**src/rtl/im_loader.sv**
```systemverilog
// Boot loader: parses a framed image (A5, count, big-endian words, byte-sum
// checksum) from the UART byte stream and writes it into instruction memory.
module im_loader #(
  parameter int ADDR_W    = 14,
  parameter int MAX_WORDS = 1024,
  parameter int TIMEOUT   = 1_000_000
) (
  input  logic              clk,
  input  logic              rst_n,
  input  logic              rx_vld,
  input  logic [7:0]        rx_data,
  output logic              im_we,
  output logic [ADDR_W-1:0] im_addr,
  output logic [31:0]       im_wdata,
  output logic              cpu_rst_n,
  output logic              busy,
  output logic              done,
  output logic              err
);

  localparam int TW = $clog2(TIMEOUT + 1);

  typedef enum logic [2:0] {
    S_IDLE, S_CNT_HI, S_CNT_LO, S_DATA, S_CHK, S_DONE, S_ERR
  } state_t;

  state_t            state;
  logic [7:0]        cnt_hi;
  logic [15:0]       word_cnt;
  logic [ADDR_W-1:0] wr_addr;
  logic [7:0]        sum;
  logic [1:0]        byte_idx;
  logic [23:0]       word_sh;
  logic [TW-1:0]     timer;

  logic [15:0] cnt_new;
  logic        last_word;
  logic        in_frame;
  logic        timed_out;

  assign cnt_new   = {cnt_hi, rx_data};
  assign last_word = (32'(wr_addr) == (32'(word_cnt) - 32'd1));
  assign in_frame  = state inside {S_CNT_HI, S_CNT_LO, S_DATA, S_CHK};
  // The idle counter only runs inside a frame and restarts on every byte.
  assign timed_out = in_frame && !rx_vld && (timer == TW'(TIMEOUT - 1));

  always_ff @(posedge clk or negedge rst_n) begin
    if (!rst_n) begin
      state     <= S_IDLE;
      cnt_hi    <= '0;
      word_cnt  <= '0;
      wr_addr   <= '0;
      sum       <= '0;
      byte_idx  <= '0;
      word_sh   <= '0;
      timer     <= '0;
      im_we     <= 1'b0;
      im_addr   <= '0;
      im_wdata  <= '0;
      cpu_rst_n <= 1'b0;
      busy      <= 1'b0;
      done      <= 1'b0;
      err       <= 1'b0;
    end else begin
      im_we <= 1'b0;
      if (rx_vld || !in_frame) timer <= '0;
      else                     timer <= timer + TW'(1);

      case (state)
        S_IDLE, S_DONE, S_ERR: begin
          if (rx_vld && rx_data == 8'hA5) begin
            state     <= S_CNT_HI;
            done      <= 1'b0;
            err       <= 1'b0;
            sum       <= '0;
            wr_addr   <= '0;
            byte_idx  <= '0;
            cpu_rst_n <= 1'b0;
            busy      <= 1'b1;
          end
        end
        S_CNT_HI: begin
          if (rx_vld) begin
            cnt_hi <= rx_data;
            state  <= S_CNT_LO;
          end
        end
        S_CNT_LO: begin
          if (rx_vld) begin
            word_cnt <= cnt_new;
            if (cnt_new == 16'd0 || 32'(cnt_new) > MAX_WORDS) begin
              state <= S_ERR;
              err   <= 1'b1;
              busy  <= 1'b0;
            end else begin
              state <= S_DATA;
            end
          end
        end
        S_DATA: begin
          if (rx_vld) begin
            word_sh  <= {word_sh[15:0], rx_data};
            sum      <= sum + rx_data;
            byte_idx <= byte_idx + 2'd1;
            if (byte_idx == 2'd3) begin
              im_we    <= 1'b1;
              im_addr  <= wr_addr;
              im_wdata <= {word_sh, rx_data};
              wr_addr  <= wr_addr + ADDR_W'(1);
              if (last_word) state <= S_CHK;
            end
          end
        end
        S_CHK: begin
          if (rx_vld) begin
            busy <= 1'b0;
            if (rx_data == sum) begin
              state     <= S_DONE;
              done      <= 1'b1;
              cpu_rst_n <= 1'b1;
            end else begin
              state <= S_ERR;
              err   <= 1'b1;
            end
          end
        end
        default: state <= S_IDLE;
      endcase

      // A stalled frame is abandoned; the CPU stays held in reset.
      if (timed_out) begin
        state <= S_ERR;
        err   <= 1'b1;
        busy  <= 1'b0;
      end
    end
  end

endmodule

```
**config.mk**
```make
export PLATFORM = sky130hd
export DESIGN_NAME = im_loader
export DESIGN_NICKNAME = d
export VERILOG_FILES = /design/src/rtl/im_loader.sv
export SDC_FILE = /design/constraint.sdc
export NUM_CORES = 1
export LEC_CHECK = 0
export CAP_MARGIN = 15
export CORE_MARGIN = 2
export CORE_UTILIZATION = 57
export CTS_CLUSTER_DIAMETER = 200
export CTS_CLUSTER_SIZE = 25
export DETAILED_ROUTE_END_ITERATION = 7
export GPL_ROUTABILITY_DRIVEN = 0
export GPL_TIMING_DRIVEN = 1
export MAX_ROUTING_LAYER = met4
export PLACE_DENSITY_LB_ADDON = 0.3
export SLEW_MARGIN = 40
export SYNTH_ARGS = -nofsm -noshare
export SYNTH_HDL_FRONTEND = slang
export SYNTH_SLANG_ARGS = --single-unit
```
**constraint.sdc**
```tcl
create_clock -name clk -period 3.5 [get_ports clk]
set_input_delay 0.35 -clock clk [delete_from_list [all_inputs] [get_ports clk]]
set_output_delay 0.35 -clock clk [all_outputs]
set_load 0.01 [all_outputs]
```
* Word-level counts from Yosys, hierarchy flattened *
Index checks and enable logic that the tools add are counted.

storage, ports and cells
  register bits after elaboration = 145
  latch bits = 0
  RAM bits = 0
  ROM bits = 0
  input bits = 11
  memories kept = 0

cells by class
  add/subtract/negate cells = 5
  multipliers = 0
  div/mod/pow operators = 0
  $lt $le $gt $ge = 1
  equal/unequal tests = 25
  shift-type cells = 0
  multiplexer cells = 41
  bitwise operators = 0
  reduce and logical (&&, ||, !) cells = 24

operators by type and width
  cell                     number
  $mux W14                 3
  $eq A14 B32 Y1           1
  $pmux W14 S2             1
  $mux W3                  9
  $ne A3 B3 Y1 const B     7
  $add A20 B1 Y20 const B  1
  $eq A20 B20 Y1 const B   1
  $mux W20                 1
  $sub A16 B1 Y17 const B  1
  $gt A16 B11 Y1 const B   1
  $logic_not A16 Y1        1
  $mux W1                  16
  $mux W8                  2
  $pmux W8 S2              1
  $pmux W3 S5              1
  $add A14 B1 Y14 const B  1
  $eq A3 B3 Y1 const B     3
  $add A8 B8 Y8            1
  $eq A8 B8 Y1             1
  $eq A8 B8 Y1 const B     1
  $reduce_and A4 Y1        2
  $reduce_bool A4 Y1       2
  $reduce_and A7 Y1        1
  $eq A3 B2 Y1 const B     2
  other kinds (20)         35

* Depth between registers and ports, before layout *
Gate-level depths: netlist of the first run.

  word-level depth = 7
  depth in mapped cells = 10
  depth with buffers taken out = 9

* Least setup slack after synthesis of the first run *
OpenSTA, ideal clock, no wires.

  kind = reg2reg
  from = register word_cnt[2]
  to = register state[1]
  setup time = 0.132 ns
  data arrival time = 2.268 ns
  slack = 1.100 ns
  stages on the path, launching flop included = 9
  buffers on the path = 1
  period minus slack after synthesis = 2.400 ns
  cells stage by stage = dfrtp_1 > buf_6 > or4_4 > or4_1 > o31ai_1 > o2111ai_1 > a2111oi_2 > a31o_2 > a22oi_1

between the ends
  word-level cells in the longest chain between the ends = 4

ends and longest elaborated chain
  what                         line  text
  start, declared              29    logic [15:0] word_cnt;
  start signal, assigned       90    word_cnt <= cnt_new;
  $sub A16 B1 Y17              42    assign last_word = (32'(wr_addr) == (32'(word_cnt) - 32'd1));
  $eq A14 B32 Y1               42
  $ne A3 B3 Y1 (no line)       -
  $reduce_and A7 Y1 (no line)  -
  end signal, assigned         49    state <= S_IDLE;
  end signal, assigned         72    state <= S_CNT_HI;
  end signal, assigned         85    state <= S_CNT_LO;
  end, declared                27    state_t state;

Every way passes these cells.
A chain may end at the register's enable or synchronous reset.

* Worst setup path after layout of the first run *
  from = register word_cnt[0]
  to = register state[1]

The elaborated chain is that of the path after synthesis.

==> flow_metrics.tcl, run 1 <==
set metrics [dict create \
    wl_met1_um 6480 \
    htreeDepth 4 \
    final_common_cell "dfrtp_1" \
    reg2reg_from "word_cnt[0]" \
    vdd_drop_max_uv 378 \
    core_um2 11600 \
    drt-total-wl_um 14600 \
    via_per_inst 5.80 \
    reg2reg_to "state[1]" \
    cp_max_fo 9 \
    pin_count 62 \
    cts_tree "built" \
    cts_setup_buffers 0 \
    ys_seq_area_share_pct 53.1 \
    cts_max_path_buffers 2 \
    synth_cells 646 \
    clk_latency_ps 430 \
    status "complete, no violations" \
    dieArea_um2 12900 \
    slew_viol_final 0 \
    grtUsageTotal_pct 25.0 \
    cts_buffers 17 \
    clkSinkCount 145 \
    root_buffer "clkbuf_16" \
    drt-initial-drc-count 346 \
    ys_ff_latch 145 \
    wl_per_cell_um 16.8 \
    port_buffers 61 \
    drcViolationCount 0 \
    dp_hpwl_um 9780 \
    finalHoldViolCount 0 \
    startpoint_type "register" \
    drive_gt1_share_pct 17.7 \
    cp.required_ps 3790 \
    wl_met2_um 7170 \
    clk_pin_slew_worst_paths_ps 60 \
    grt_max_degree 94 \
    p_leak_nw 3.78 \
    ctsResizeCount 0 \
    max_freq_mhz 359 \
    antenna_found_initial 0 \
    netlist-cell-type-count 63 \
    ff2ff_setup_slack_ps 720 \
    hold_ws_ps 383 \
    vias 5052 \
    r2r_cells 9 \
    dr.pass1.iters 5 \
    rows 39 \
    synth_area_per_cell_um2 10.6 \
    arrival_ps 3080 \
    hold_class "input pin to asynchronous set/reset pin" \
    gr-total-overflow 0 \
    p_per_area_nw_per_um2 761 \
    maxCapViolations 0 \
    synth_edf_count 0 \
    grt_pass1_wl_um 24500 \
    synthesis.nets 669 \
    slew_headroom_pct 54.2 \
    synthArstFlopShare_pct 100 \
    start_util_pct 59.1 \
    yosysWarnings 0 \
    min_period_over_period_pct 79.5 \
    chipHeight_um 114 \
    syn-cell-area_um2 6840 \
    routed.top_layer "met4" \
    setup_tns_ps 0 \
    setup_violations 0 \
    layout_common_cells "dfrtp_1 (145), nand2_1 (114), mux2_2 (67)" \
    diodes 0 \
    skew_ps 9.86 \
    crit_type "register to register" \
    fin_crit_ps 2780 \
    crit_path_end_kind "register" \
    rsz0062_at_grt "no" \
    synth_ff_type "dfrtp_1" \
    area_growth_pct 20.7 \
    wl_met3_um 668 \
    die_width_um 114 \
    ant_nets 0 \
    fin_nets 738 \
    grt_pass1_vias 5010 \
    worst_slew_pin_slew_ps 684 \
]
metal layers:
| metal | vias up | track usage, % |
|---|---|---|
| li1 | 2380 | - |
| met1 | 2524 | 32.5 |
| met2 | 128 | 38.1 |
| met3 | 20 | 5.47 |
| met4 | 0 | 11.4 |
| met5 | - | - |
per-stage QoR:
stage	worst slack (ps)	instance area, µm²	total power, mW	util (%)	std cells
after floorplan	1100	6840	3.81	-	646
after global placement	493	7610	4.36	65.8	837
after detailed placement	367	7610	4.47	65.8	837
after CTS	662	8200	6.29	70.9	869
after global routing	408	8250	6.66	71.3	871
final	718	8250	6.28	71.3	871
cell families (layout without fill, tap and decap cells):
group / Yosys count / after routing / share of synthesized area [%]
AO/OA/AOI/OAI: 72 / 72 / 6.70
XOR/XNOR: 49 / 49 / 6.28
adder cells (fa/ha/maj): 12 / 12 / 2.31
buffers and inverters: 36 / 118 / 2.32
flip-flops: 145 / 145 / 53.1
multiplexers: 70 / 70 / 11.5
AND/OR/NAND/NOR: 262 / 262 / 17.8
repair_timing:
item                       in CTS  in global routing
hold endpoints to repair        0                 32
hold buffers                    0                  1
setup endpoints to repair       0                  0
cell usage after synthesis, drive strengths merged (6+ instances only):
library cell | number | share of area, %
nand3 | 22 | 1.6
buf | 6 | 0.51
nand2 | 114 | 6.3
dfrtp | 145 | 53
nor3 | 9 | 0.66
o22ai | 6 | 0.55
xnor2 | 15 | 1.9
o21ai | 24 | 1.8
nor4 | 9 | 0.92
a21oi | 15 | 1.1
and3 | 6 | 0.55
ha | 11 | 2.0
nor2 | 58 | 3.2
inv | 12 | 0.66
clkbuf | 18 | 1.2
or3 | 7 | 0.68
xor2 | 34 | 4.4
nand4 | 13 | 1.2
mux2 | 67 | 11
how the worst max path moves through the flow:
| stage | from | to | slack, ps | cells after the start |
|---|---|---|---|---|
| detailed placement | rx_data[1] | wr_addr[13] | 370 | 8 |
| floorplan | word_cnt[2] | state[1] | 1100 | 8 |
| finish | word_cnt[0] | state[1] | 720 | 9 |
| global placement | rx_data[1] | wr_addr[13] | 490 | 8 |
| CTS | word_cnt[2] | state[1] | 660 | 7 |
| global route | rx_data[1] | wr_addr[13] | 410 | 8 |
critical path, stage by stage (launching register included):
cell and delay [ps]:
dfrtp_1 430, inv_1 110, ha_1 350, or2b_2 340, or4_1 400, o31ai_1 100
o2111ai_1 180, a2111oi_2 400, a31o_2 250, a22oi_1 80
report_power, final:
| part | internal, mW | switching, mW | leakage [nW] |
|---|---|---|---|
| clock network | 1.07 | 0.726 | 0.280 |
| logic | 0.947 | 0.932 | 1.58 |
| registers | 2.14 | 0.463 | 1.92 |
| total | 4.16 | 2.12 | 3.78 |
state kept, by name (all words and copies together) (netlist names):
signal,count
im_wdata,32
cnt_hi,8
im_we,1
err,1
byte_idx,2
done,1
sum,8
word_sh,24
wr_addr,14
word_cnt,16
state,3
busy,1
timer,20
im_addr,14
cell type report:
class	count	area, µm²
timing repair buffer	74	747
inverter	12	45.0
clock buffer	18	439
fill	826	3320
multi-input combinational	465	3060
tap	143	179
clock inverter	14	153
sequential	145	3630
Note: power is estimated with default switching activity, not from simulation.
==> run 2, diff against run 1 <==
==> constraint.sdc (replaced) <==
create_clock -name clk -period 2.6 [get_ports clk]
set_input_delay 0.26 -clock clk [delete_from_list [all_inputs] [get_ports clk]]
set_output_delay 0.26 -clock clk [all_outputs]
set_load 0.01 [all_outputs]
==> flow_metrics.tcl, run 2 (synthesis gave the netlist of run 1 again) <==
set metrics [dict create \
    place_inst 862 \
    max_freq_mhz 401 \
    rsz0062_at_grt "no" \
    cp.required_ps 2900 \
    clk_latency_ps 420 \
    antenna_found_initial 0 \
    cp_max_fo 5 \
    hold_ws_ps 356 \
    drt-total-wl_um 15300 \
    grtUsageTotal_pct 26.0 \
    setup_ws_ps 107 \
    hold_class "input pin to asynchronous set/reset pin" \
    drive_gt1_share_pct 19.8 \
    final_cells 894 \
    die_width_um 114 \
    cpMaxStageDelayCell "or4_4" \
    diodes 0 \
    cts_buffers 17 \
    dp_hpwl_um 10800 \
    startpoint_type "register" \
    arrival_ps 2790 \
    slowest_delay_ps 540 \
    grt_pass1_vias 5118 \
    pin_count 62 \
    via_per_inst 5.83 \
    slew_viol_final 0 \
    finalHoldViolCount 0 \
    vias 5208 \
    r2r_cells 7 \
    clkSinkCount 145 \
    totalPowerFinal_mw 8.49 \
    cts_setup_buffers 0 \
    area_growth_pct 22.2 \
    chipHeight_um 114 \
    slew_headroom_pct 62.5 \
    status "complete, no violations" \
    worst_slew_pin_slew_ps 562 \
    vdd_drop_max_uv 547 \
    final_common_cell "dfrtp_1" \
    largest_reg_flops 32 \
    skew_ps 7.44 \
    maxCapViolations 0 \
    cts_tree "built" \
    port_buffers 61 \
    drt-initial-drc-count 447 \
    drcViolationCount 0 \
    crit_path_end_kind "register" \
    crit_type "register to register" \
    ff2ff_setup_slack_ps 110 \
    dp_slack_ps 8.74 \
    cp_top_family "simple AND/OR/NAND/NOR gates" \
    grt_pass1_wl_um 25300 \
    biggestRegsByFlops "im_wdata (32), word_sh (24), timer (20)" \
    reg2reg_to "state[1]" \
    layout_common_cells "dfrtp_1 (145), nand2_1 (114), mux2_2 (67)" \
    fin_nets 762 \
    cts_max_path_buffers 2 \
    ant_nets 0 \
    htreeDepth 4 \
    setup_tns_ps 0 \
    reg2reg_from "word_cnt[2]" \
    setup_violations 0 \
    min_period_over_period_pct 95.9 \
    fin_crit_ps 2490 \
    gr-total-overflow 0 \
    dr.pass1.iters 5 \
    clk_pin_slew_worst_paths_ps 60 \
    p_per_area_nw_per_um2 1020 \
    grt_max_degree 52 \
    p_leak_nw 3.86 \
    root_buffer "clkbuf_16" \
    dieArea_um2 12900 \
    start_util_pct 59.1 \
    cp_num_buf_inv 0 \
    wl_per_cell_um 17.1 \
    rows 39 \
    core_um2 11600 \
    top_register "im_wdata" \
    path_cells "or4_4, or4_1, o31ai_1, o2111ai_1, a2111oi_2, a31o_2, a22oi_1" \
]
run 2: cell count changes in the layout (fill, tap and decap cells not counted), sizes merged:
cell / previous run / this run
buf: 12 / 37
inv: 16 / 14
clkinvlp: 4 / 5
bufinv: 2 / 1
run 2: worst reg2reg max path: cells and delay by family (launching register included):
family | cells | cell delay [ps]
AND/OR/NAND/NOR | 2 | 1010
AO/OA/AOI/OAI | 5 | 940
flip-flops | 1 | 410
run 2: power breakdown:
group / switching, mW / internal (mW)
clock: 0.951 / 1.31
combinational: 1.40 / 1.40
sequential: 0.544 / 2.88
run 2: cell type report:
cell class / count / area [µm²]
well taps: 143 / 179
clock buffers: 19 / 433
clock inverters: 12 / 113
flip-flops and latches: 145 / 3630
inverters: 12 / 45.0
fillers: 802 / 3210
multi-input cells: 465 / 3050
repair buffers: 98 / 905
run 2: per-stage QoR:
stage | utilization (%) | area (µm²)
after floorplan | - | 6840
after global placement | 67.4 | 7800
after detailed placement | 67.4 | 7800
after CTS | 72.2 | 8350
after global routing | 72.2 | 8350
final | 72.2 | 8350
run 2: worst max path at each step:
stage	slack, ps	from	endpoint	cells past startpoint
CTS	60	word_cnt[2]	state[1]	7
floorplan	200	word_cnt[2]	state[1]	8
global route	30	word_cnt[2]	state[1]	7
global placement	120	rx_data[1]	sum[7]	9
finish	110	word_cnt[2]	state[1]	7
detailed placement	9	rx_data[1]	sum[7]	9
run 2: what timing repair did:
| action | CTS | global route |
|---|---|---|
| setup endpoints to repair | 0 | 3 |
| hold endpoints to repair | 46 | 0 |
| hold buffers | 1 | 0 |
| gates resized for setup | 0 | 1 |
run 2: layer usage:
metal / part of all wire [%] / GRT usage, %
met5: 0 / -
met4: 1.6 / 8.05
met3: 5.2 / 6.43
met2: 50 / 41.2
met1: 44 / 33.4
==> run 3, diff against run 2 <==
--- a/config.mk
+++ b/config.mk
@@ -6,8 +6,10 @@
 export NUM_CORES = 1
 export LEC_CHECK = 0
 export CAP_MARGIN = 15
+export CELL_PAD_IN_SITES_DETAIL_PLACEMENT = 0
+export CELL_PAD_IN_SITES_GLOBAL_PLACEMENT = 2
 export CORE_MARGIN = 2
-export CORE_UTILIZATION = 57
+export CORE_UTILIZATION = 38
 export CTS_CLUSTER_DIAMETER = 200
 export CTS_CLUSTER_SIZE = 25
 export DETAILED_ROUTE_END_ITERATION = 7
==> flow_metrics.tcl, run 3 (synthesis gave the netlist of run 1 again) <==
set metrics [dict create \
    gr-total-overflow 0 \
    grt_pass1_wl_um 26800 \
    slew_headroom_pct 58.8 \
    hold_ws_ps 396 \
    pin_count 62 \
    crit_path_end_kind "register" \
    vias 5039 \
    grt_pass1_vias 5244 \
    die_width_um 138 \
    p_comb_share_pct 32.3 \
    antenna_found_initial 0 \
    setup_ws_ps 177 \
    path_cells "or4_4, or4_1, o31ai_1, o2111ai_1, a2111oi_4, a31o_2, a22oi_1" \
    finalHoldViolCount 0 \
    slew_viol_final 0 \
    via_per_inst 5.11 \
    clk_pin_slew_worst_paths_ps 60 \
    port_buffers 61 \
    p_leak_nw 3.94 \
    cts_max_path_buffers 2 \
    r2r_cells 7 \
    ant_nets 0 \
    dieArea_um2 19100 \
    chipHeight_um 138 \
    p_sw_share_pct 35.1 \
    drive_gt1_share_pct 20.9 \
    fin_crit_ps 2420 \
    cp-startpoint "word_cnt[2]" \
    power_frac_seq_pct 39.3 \
    root_buffer "clkbuf_16" \
    layout_common_cells "dfrtp_1 (145), nand2_1 (114), mux2_2 (67)" \
    reg2reg_from "word_cnt[2]" \
    htreeDepth 4 \
    arrival_ps 2720 \
    grtUsageTotal_pct 17.9 \
    slowest_delay_ps 550 \
    rows 49 \
    worst_slew_pin_slew_ps 619 \
    largest_reg_flops 32 \
    crit_type "register to register" \
    core_um2 17800 \
    rsz0062_at_grt "no" \
    wl_per_cell_um 16.1 \
    diodes 0 \
    ff2ff_setup_slack_ps 180 \
    cp.required_ps 2900 \
    clk_latency_ps 430 \
    cpMaxStageDelayCell "or4_4" \
    start_util_pct 38.5 \
    fin_nets 767 \
    drt-initial-drc-count 222 \
    p_sw_mw 3.03 \
    crit_end "state[1]" \
    min_period_over_period_pct 93.2 \
    dr.pass1.iters 6 \
    maxCapViolations 0 \
    max_freq_mhz 413 \
    final_common_cell "dfrtp_1" \
    p_per_area_nw_per_um2 1010 \
    cts_buffers 17 \
    dp_slack_ps -38.8 \
    vdd_drop_max_uv 535 \
    power.internal_mw 5.61 \
    drt-total-wl_um 15900 \
    skew_ps 10.8 \
    biggestRegsByFlops "im_wdata (32), word_sh (24), timer (20)" \
    p_clk_share_pct 28.4 \
    drcViolationCount 0 \
    hold_class "input pin to asynchronous set/reset pin" \
    status "complete, no violations" \
    dp_hpwl_um 11100 \
    top_register "im_wdata" \
    clkSinkCount 145 \
    cts_tree "built" \
    cp_max_fo 5 \
    area_growth_pct 25.7 \
    startpoint_type "register" \
    reg2reg_to "state[1]" \
    grt_max_degree 65 \
    setup_violations 0 \
    setup_tns_ps 0 \
]
-- run 3: cell count changes in the layout (fill, tap and decap cells not counted), sizes merged --
cell      previous run  this run
clkbuf              19        17
inv                 14        20
clkinvlp             5         0
clkinv               4         7
bufinv               1         0
buf                 37        42
-- run 3: area by class of cell --
| type | count | area, µm² |
|---|---|---|
| flip-flops and latches | 145 | 3630 |
| clock inverters | 15 | 184 |
| clock buffers | 17 | 425 |
| inverters | 12 | 45.0 |
| fillers | 1669 | 9190 |
| multi-input cells | 465 | 3070 |
| well taps | 229 | 287 |
| repair buffers | 103 | 955 |
-- run 3: repair_timing --
action                                 4_1_cts  5_1_grt
setup endpoints to repair                    1        3
hold buffers                                 1        0
gates resized for setup                      0        3
pin swaps                                    1        0
endpoints found under the hold margin       62        0
buffers inserted                             0        0
-- run 3: power groups by stage --
stage | Sequential [mW] | Combinational [mW] | Clock [mW]
after floorplan | 3.37 | 1.76 | 0
after global placement | 3.41 | 2.75 | 0
after detailed placement | 3.43 | 2.80 | 0
after CTS | 3.39 | 2.81 | 2.52
after global routing | 3.48 | 3.12 | 2.63
final | 3.39 | 2.79 | 2.46
-- run 3: how the worst min path moves through the flow --
| stage | endpoint | slack (ps) | from | cells after the start |
|---|---|---|---|---|
| after detailed placement | word_cnt[14] | 300 | rst_n | 1 |
| after global routing | word_cnt[15] | 440 | rst_n | 2 |
| final | word_cnt[13] | 400 | rst_n | 2 |
| after floorplan | busy | -40 | rst_n | 0 |
| after CTS | word_cnt[15] | 420 | rst_n | 2 |
| after global placement | word_cnt[15] | 300 | rst_n | 1 |
-- run 3: routing by layer --
layer / vias to the layer above / track usage, % / wire (µm)
met2: 71 / 29.3 / 7800
met3: 21 / 4.43 / 468
met1: 2506 / 22.0 / 7290
li1: 2441 / - / -
met4: 0 / 5.80 / 295
met5: - / - / 0
-- run 3: metrics by stage --
stage,total power [mW],area (µm²),cells,util [%]
2_1_floorplan,5.12,6840,646,-
3_3_place_gp,6.16,7960,953,44.8
3_5_place_dp,6.23,7960,953,44.8
4_1_cts,8.72,8580,986,48.2
5_1_grt,9.24,8590,986,48.3
6_report,8.64,8590,986,48.3
-- run 3: worst max-delay path, delay by kind of cell (launching register included) --
kind	cells	cell delay, ps
compound gates	5	870
simple gates	2	1020
flops	1	420
==> RTL change 1: new RTL, config.mk and constraints of run 2 <==
Change the parameter `MAX_WORDS` from 1024 to 512.
--- a/src/rtl/im_loader.sv
+++ b/src/rtl/im_loader.sv
@@ -3,5 +3,5 @@
 module im_loader #(
   parameter int ADDR_W    = 14,
-  parameter int MAX_WORDS = 1024,
+  parameter int MAX_WORDS = 512,
   parameter int TIMEOUT   = 1_000_000
 ) (
Behaviour: not the same (a bounded check fails within 4 cycles, from zero or initial values and one cycle with rst_n low).
==> RTL change 1 against run 2 <==
- routed wire length grew 2.6%
- utilization shrank 1.6 points
- setup slack lost 37 ps
- fmax shrank 1.5%
- power grew 5.1%
- area after synthesis grew 0.49%
- sequential cell count is the same
- highest routed layer unchanged
- cell area grew 0.78%
- critical path type unchanged
==> RTL change 1: results (changes against run 2) <==
power_and_ir_drop:
  power_leakage_nw: 3.94  # +2.1%
  ir_worst_vdd_uv: 450  # -18%
  p_sw_mw: 3.12  # +7.6%
synthesis:
  synth_compound_area_frac: 0.0810  # +0.0141
  syn_inst: 733  # +13%
  synth.distinct_cells: 60  # -4.8%
  synthTopCellsByCount: "238 x nand2_1, 145 x dfrtp_1, 47 x nor2_1, 26 x o21ai_0, 26 x xor2_1"
  synth_fa_ha_area_frac: 0.0229  # -0.000113
  synth_mux_area_frac: 0.0388  # -0.0760
  synth_area_leaders: "dfrtp_1 53%, nand2_1 13%, mux2_2 3.4%"
  synth_nets: 756  # +13%
  synthXorXnorAreaFrac: 0.0625  # -0.000309
  synth-seq-area-share: 0.528  # -0.00261
placed_design:
  dpl_cell_area_um2: 7830  # +0.35%
  hpwl_um: 10900  # +1.2%
  dp.cells: 947  # +9.9%
  io_buffers: 61  # unchanged
layout:
  fillers: 908  # +13%
  final_cells: 980  # +9.6%
  drive_gt1_frac: 0.126  # -0.0724
  nets: 843  # +11%
setup_path:
  cp.arrival_ps: 2830  # +40 ps
  crit_fanout: 3  # -2
drt:
  dr.first_iter.drc_count: 479  # +7.2%
  drt-total-wl_um: 15700  # +2.6%
  viasPerCell: 5.69  # -2.2%
clock_tree:
  cts_inserted_buffers: 17  # unchanged
  post-cts-setup-buffers: 0  # unchanged
  cts_root_buffer: "clkbuf_16"
  clkLatencyLatePin_ps: 420  # about the same
outcome:
  status: "completed"
global_route:
  grt_antenna_before_repair: 0  # unchanged
  grt_max_degree: 75  # +44%
  grt_pass1_vias: 5494  # +7.3%
  grt_usage: 0.266  # +0.00665
  grt_pass1_wl_um: 26500  # +4.7%
timing:
  slew_headroom: 0.540  # -0.0853
  clock_skew_ps: 5.93  # -1.51 ps
-- RTL change 1: cells by family (layout without fill, tap and decap cells) --
kind of cell | Yosys count | count (layout)
adder cells (fa/ha/maj) | 12 | 12
AND/OR/NAND/NOR | 371 | 371
XOR/XNOR | 49 | 49
AO/OA/AOI/OAI | 84 | 84
multiplexers | 24 | 24
flip-flops | 145 | 145
buffers and inverters | 48 | 148
-- RTL change 1: path summary, 6_finish.rpt --
| kind | from | to | slack (ps) | depth (start not counted) |
|---|---|---|---|---|
| worst min register to register | im_addr[4] | im_addr[4] | 470 | 2 |
| worst max register to register | word_cnt[0] | state[0] | 70 | 9 |
| max in group asynchronous | rst_n | cnt_hi[4] | 1390 | 3 |
| worst max-delay path | word_cnt[0] | state[0] | 70 | 9 |
| min in group clk | im_addr[4] | im_addr[4] | 470 | 2 |
| worst min-delay path | rst_n | im_wdata[28] | 440 | 2 |
-- RTL change 1: repair_timing --
action / 4_1_cts / 5_1_grt
endpoints found under the hold margin: 72 / 0
endpoints found under the setup margin: 0 / 4
hold buffers: 1 / 0
gates resized for setup: 0 / 5
-- RTL change 1: through the flow --
step                      setup slack (ps)  total power [mW]
after floorplan                        114              5.27
after global placement               -84.5              6.38
after detailed placement              -255              6.58
after CTS                             53.5              8.92
after global routing                  10.5              9.47
final                                 69.3              8.92
-- RTL change 1: layer usage --
metal | up-vias | share of wire | GRT usage
met5 | - | 0 | -
met4 | 0 | 0.027 | 0.113
met3 | 39 | 0.039 | 0.0505
met2 | 161 | 0.49 | 0.410
met1 | 2740 | 0.45 | 0.351
li1 | 2641 | - | -
-- RTL change 1: power groups by stage --
| stage | combinational, mW | sequential (mW) | clock, mW |
|---|---|---|---|
| floorplan | 1.79 | 3.47 | 0 |
| global placement | 2.78 | 3.61 | 0 |
| detailed placement | 2.92 | 3.66 | 0 |
| CTS | 2.97 | 3.63 | 2.32 |
| global route | 3.30 | 3.76 | 2.41 |
| finish | 2.99 | 3.66 | 2.28 |
-- RTL change 1: critical path: stages (launching register included) --
cell,delay [ps]
dfrtp_1,380
inv_1,90
ha_1,180
or4b_4,470
nor3_2,180
nand2_1,120
a2111oi_4,310
nand4_1,200
o21a_1,270
o211a_1,230
-- RTL change 1: cell type report --
class,instances,area (um^2),share of cell area
clock buffer,23,478,0.0568
clock inverter,9,82.6,0.00981
inverter,17,63.8,0.00758
multi-input combinational,540,3070,0.365
sequential,145,3630,0.431
tap,147,184,0.0218
timing repair buffer,99,912,0.108
==> RTL change 2: new RTL, settings of run 2 <==
Without the edit above. Reset style: synchronous (`rst_n`), changed in one clocked block.
--- a/src/rtl/im_loader.sv
+++ b/src/rtl/im_loader.sv
@@ -45,5 +45,5 @@
   assign timed_out = in_frame && !rx_vld && (timer == TW'(TIMEOUT - 1));
 
-  always_ff @(posedge clk or negedge rst_n) begin
+  always_ff @(posedge clk) begin
     if (!rst_n) begin
       state     <= S_IDLE;
Function: differs if rst_n is asserted again (counterexample within 4 cycles, from zero or initial values and one cycle with rst_n low); with rst_n held inactive, the same outputs for 4 cycles.
==> RTL change 2 against run 2 <==
- sequential cell count did not move
- die area decreased by 3.5%
- global-route usage up 2.0 points
- setup slack worse by 11 ps
- via count increased by 17%
- sequential share of layout area down 7.4 points
- critical path type unchanged
- cell area is 3.6% lower
- routed wire length grew 8.9%
- highest routed layer unchanged
- first-iteration DRC count grew 32%
- area after synthesis shrank 3.7%
- fmax decreased by 0.45%
Power is not compared: it rests on default switching activity, and its combinational part moved more than twofold at a synthesized area within 25%.
==> RTL change 2: results (changes against run 2) <==
outcome:
  status: "completed"
global_route:
  grt_max_degree: 106  # +100%
  grt_pass1_vias: 5869  # +15%
  use_met3: 0.0512  # -0.0131
  use_met1: 0.337  # +0.00310
  grt_usage: 0.280  # +0.0204
  use_met2: 0.459  # +0.0470
  grt_pass1_wl_um: 27600  # +8.8%
placed_design:
  place_ws_ps: -108  # -117 ps
  dp.cells: 1019  # +18%
  hpwl_um: 11500  # +6.4%
  dpl_cell_area_um2: 7420  # -4.8%
synthesis:
  synthTopCellsByCount: "216 x nand2_1, 145 x dfxtp_1, 114 x a21oi_1, 61 x nor2_1, 40 x clkbuf_1"
  synthFlopType: "dfxtp_1"
  async_flop_share: 0  # -1.00
  synth_compound_area_frac: 0.156  # +0.0890
  synth_nets: 857  # +28%
  syn_inst: 834  # +29%
  synth_area_leaders: "dfxtp_1 44%, nand2_1 12%, a21oi_1 8.7%"
  synth.distinct_cells: 67  # +6.3%
  synth_fa_ha_area_frac: 0.0239  # +0.000881
  synthXorXnorAreaFrac: 0.0652  # +0.00240
  synth-seq-area-share: 0.441  # -0.0899
  synth_mux_area_frac: 0.00855  # -0.106
clock_tree:
  post-cts-setup-buffers: 0  # unchanged
  cts-resized-gates: 0  # unchanged
layout:
  regArea_um2: 2900  # -20%
  num-multi-input-gates: 625  # +34%
  fillers: 846  # +5.5%
  nNonClkBuffers: 93  # -5.1%
  clk_share: 0.0775  # +0.0122
  drive_gt1_frac: 0.0881  # -0.110
  final_cell_area_um2: 8050  # -3.6%
  layout.nonclk_buf_frac: 0.109  # +0.000464
  multi_input_area_share: 0.425  # +0.0598
  nets: 918  # +20%
  inverters: 13  # +1
setup_path:
  cp_top_family: "simple AND/OR/NAND/NOR gates"
  rr_worst_depth: 8  # +1
  cpPeakStageDelay_ps: 550
  timing.critical_path.from: "word_cnt[0]"
  required_ps: 2910  # about the same
  slowest_stage: "or4_4"
drt:
  first_pass_iters: 6  # +1
  vias: 6108  # +17%
  route.met2.wl_um: 8180  # +8.1%
  drt-total-wl_um: 16600  # +8.9%
  viasPerCell: 5.81  # -0.24%
  drt-met1-wl_um: 7120  # +7.1%
  wl_met3_um: 875  # +9.6%
  dr.first_iter.drc_count: 590  # +32%
worst_hold_path:
  hp-class: "flop to flop"
timing:
  timing.setup.tns_ps: 0  # unchanged
  clock_skew_ps: 5.67  # -1.77 ps
  tightestPinTransition_ps: 602  # +40.0 ps
job:
  cap_violations: 0  # unchanged
power_and_ir_drop:
  p_sw_mw: 1.08
die:
  row_count: 39  # unchanged
==> RTL change 2: changes by cell type after synthesis, moves of 6 or more <==
cell	run 2	this run
mux2_2	67	0
clkbuf_1	16	40
and2_1	0	7
nand2_1	114	216
a22oi_1	1	7
o21ai_0	24	13
and3_1	6	12
nand4_1	13	5
xnor2_1	15	31
xor2_1	34	18
dfrtp_1	145	0
a21oi_1	15	114
or3_1	5	12
dfxtp_1	0	145
==> RTL change 2: path summary, 6_finish.rpt <==
check	endpoint	slack, ps
setup / recovery	state[0]	100
hold reg to reg	timer[0]	440
setup reg to reg	state[0]	100
hold / removal	timer[0]	440
==> RTL change 2: power groups by stage <==
stage	combinational, mW	clock, mW	sequential [mW]
floorplan	0.0741	0	2.27
global placement	0.131	0	2.27
detailed placement	0.135	0	2.27
CTS	0.136	2.59	2.22
global route	0.148	2.70	2.22
finish	0.138	2.57	2.23
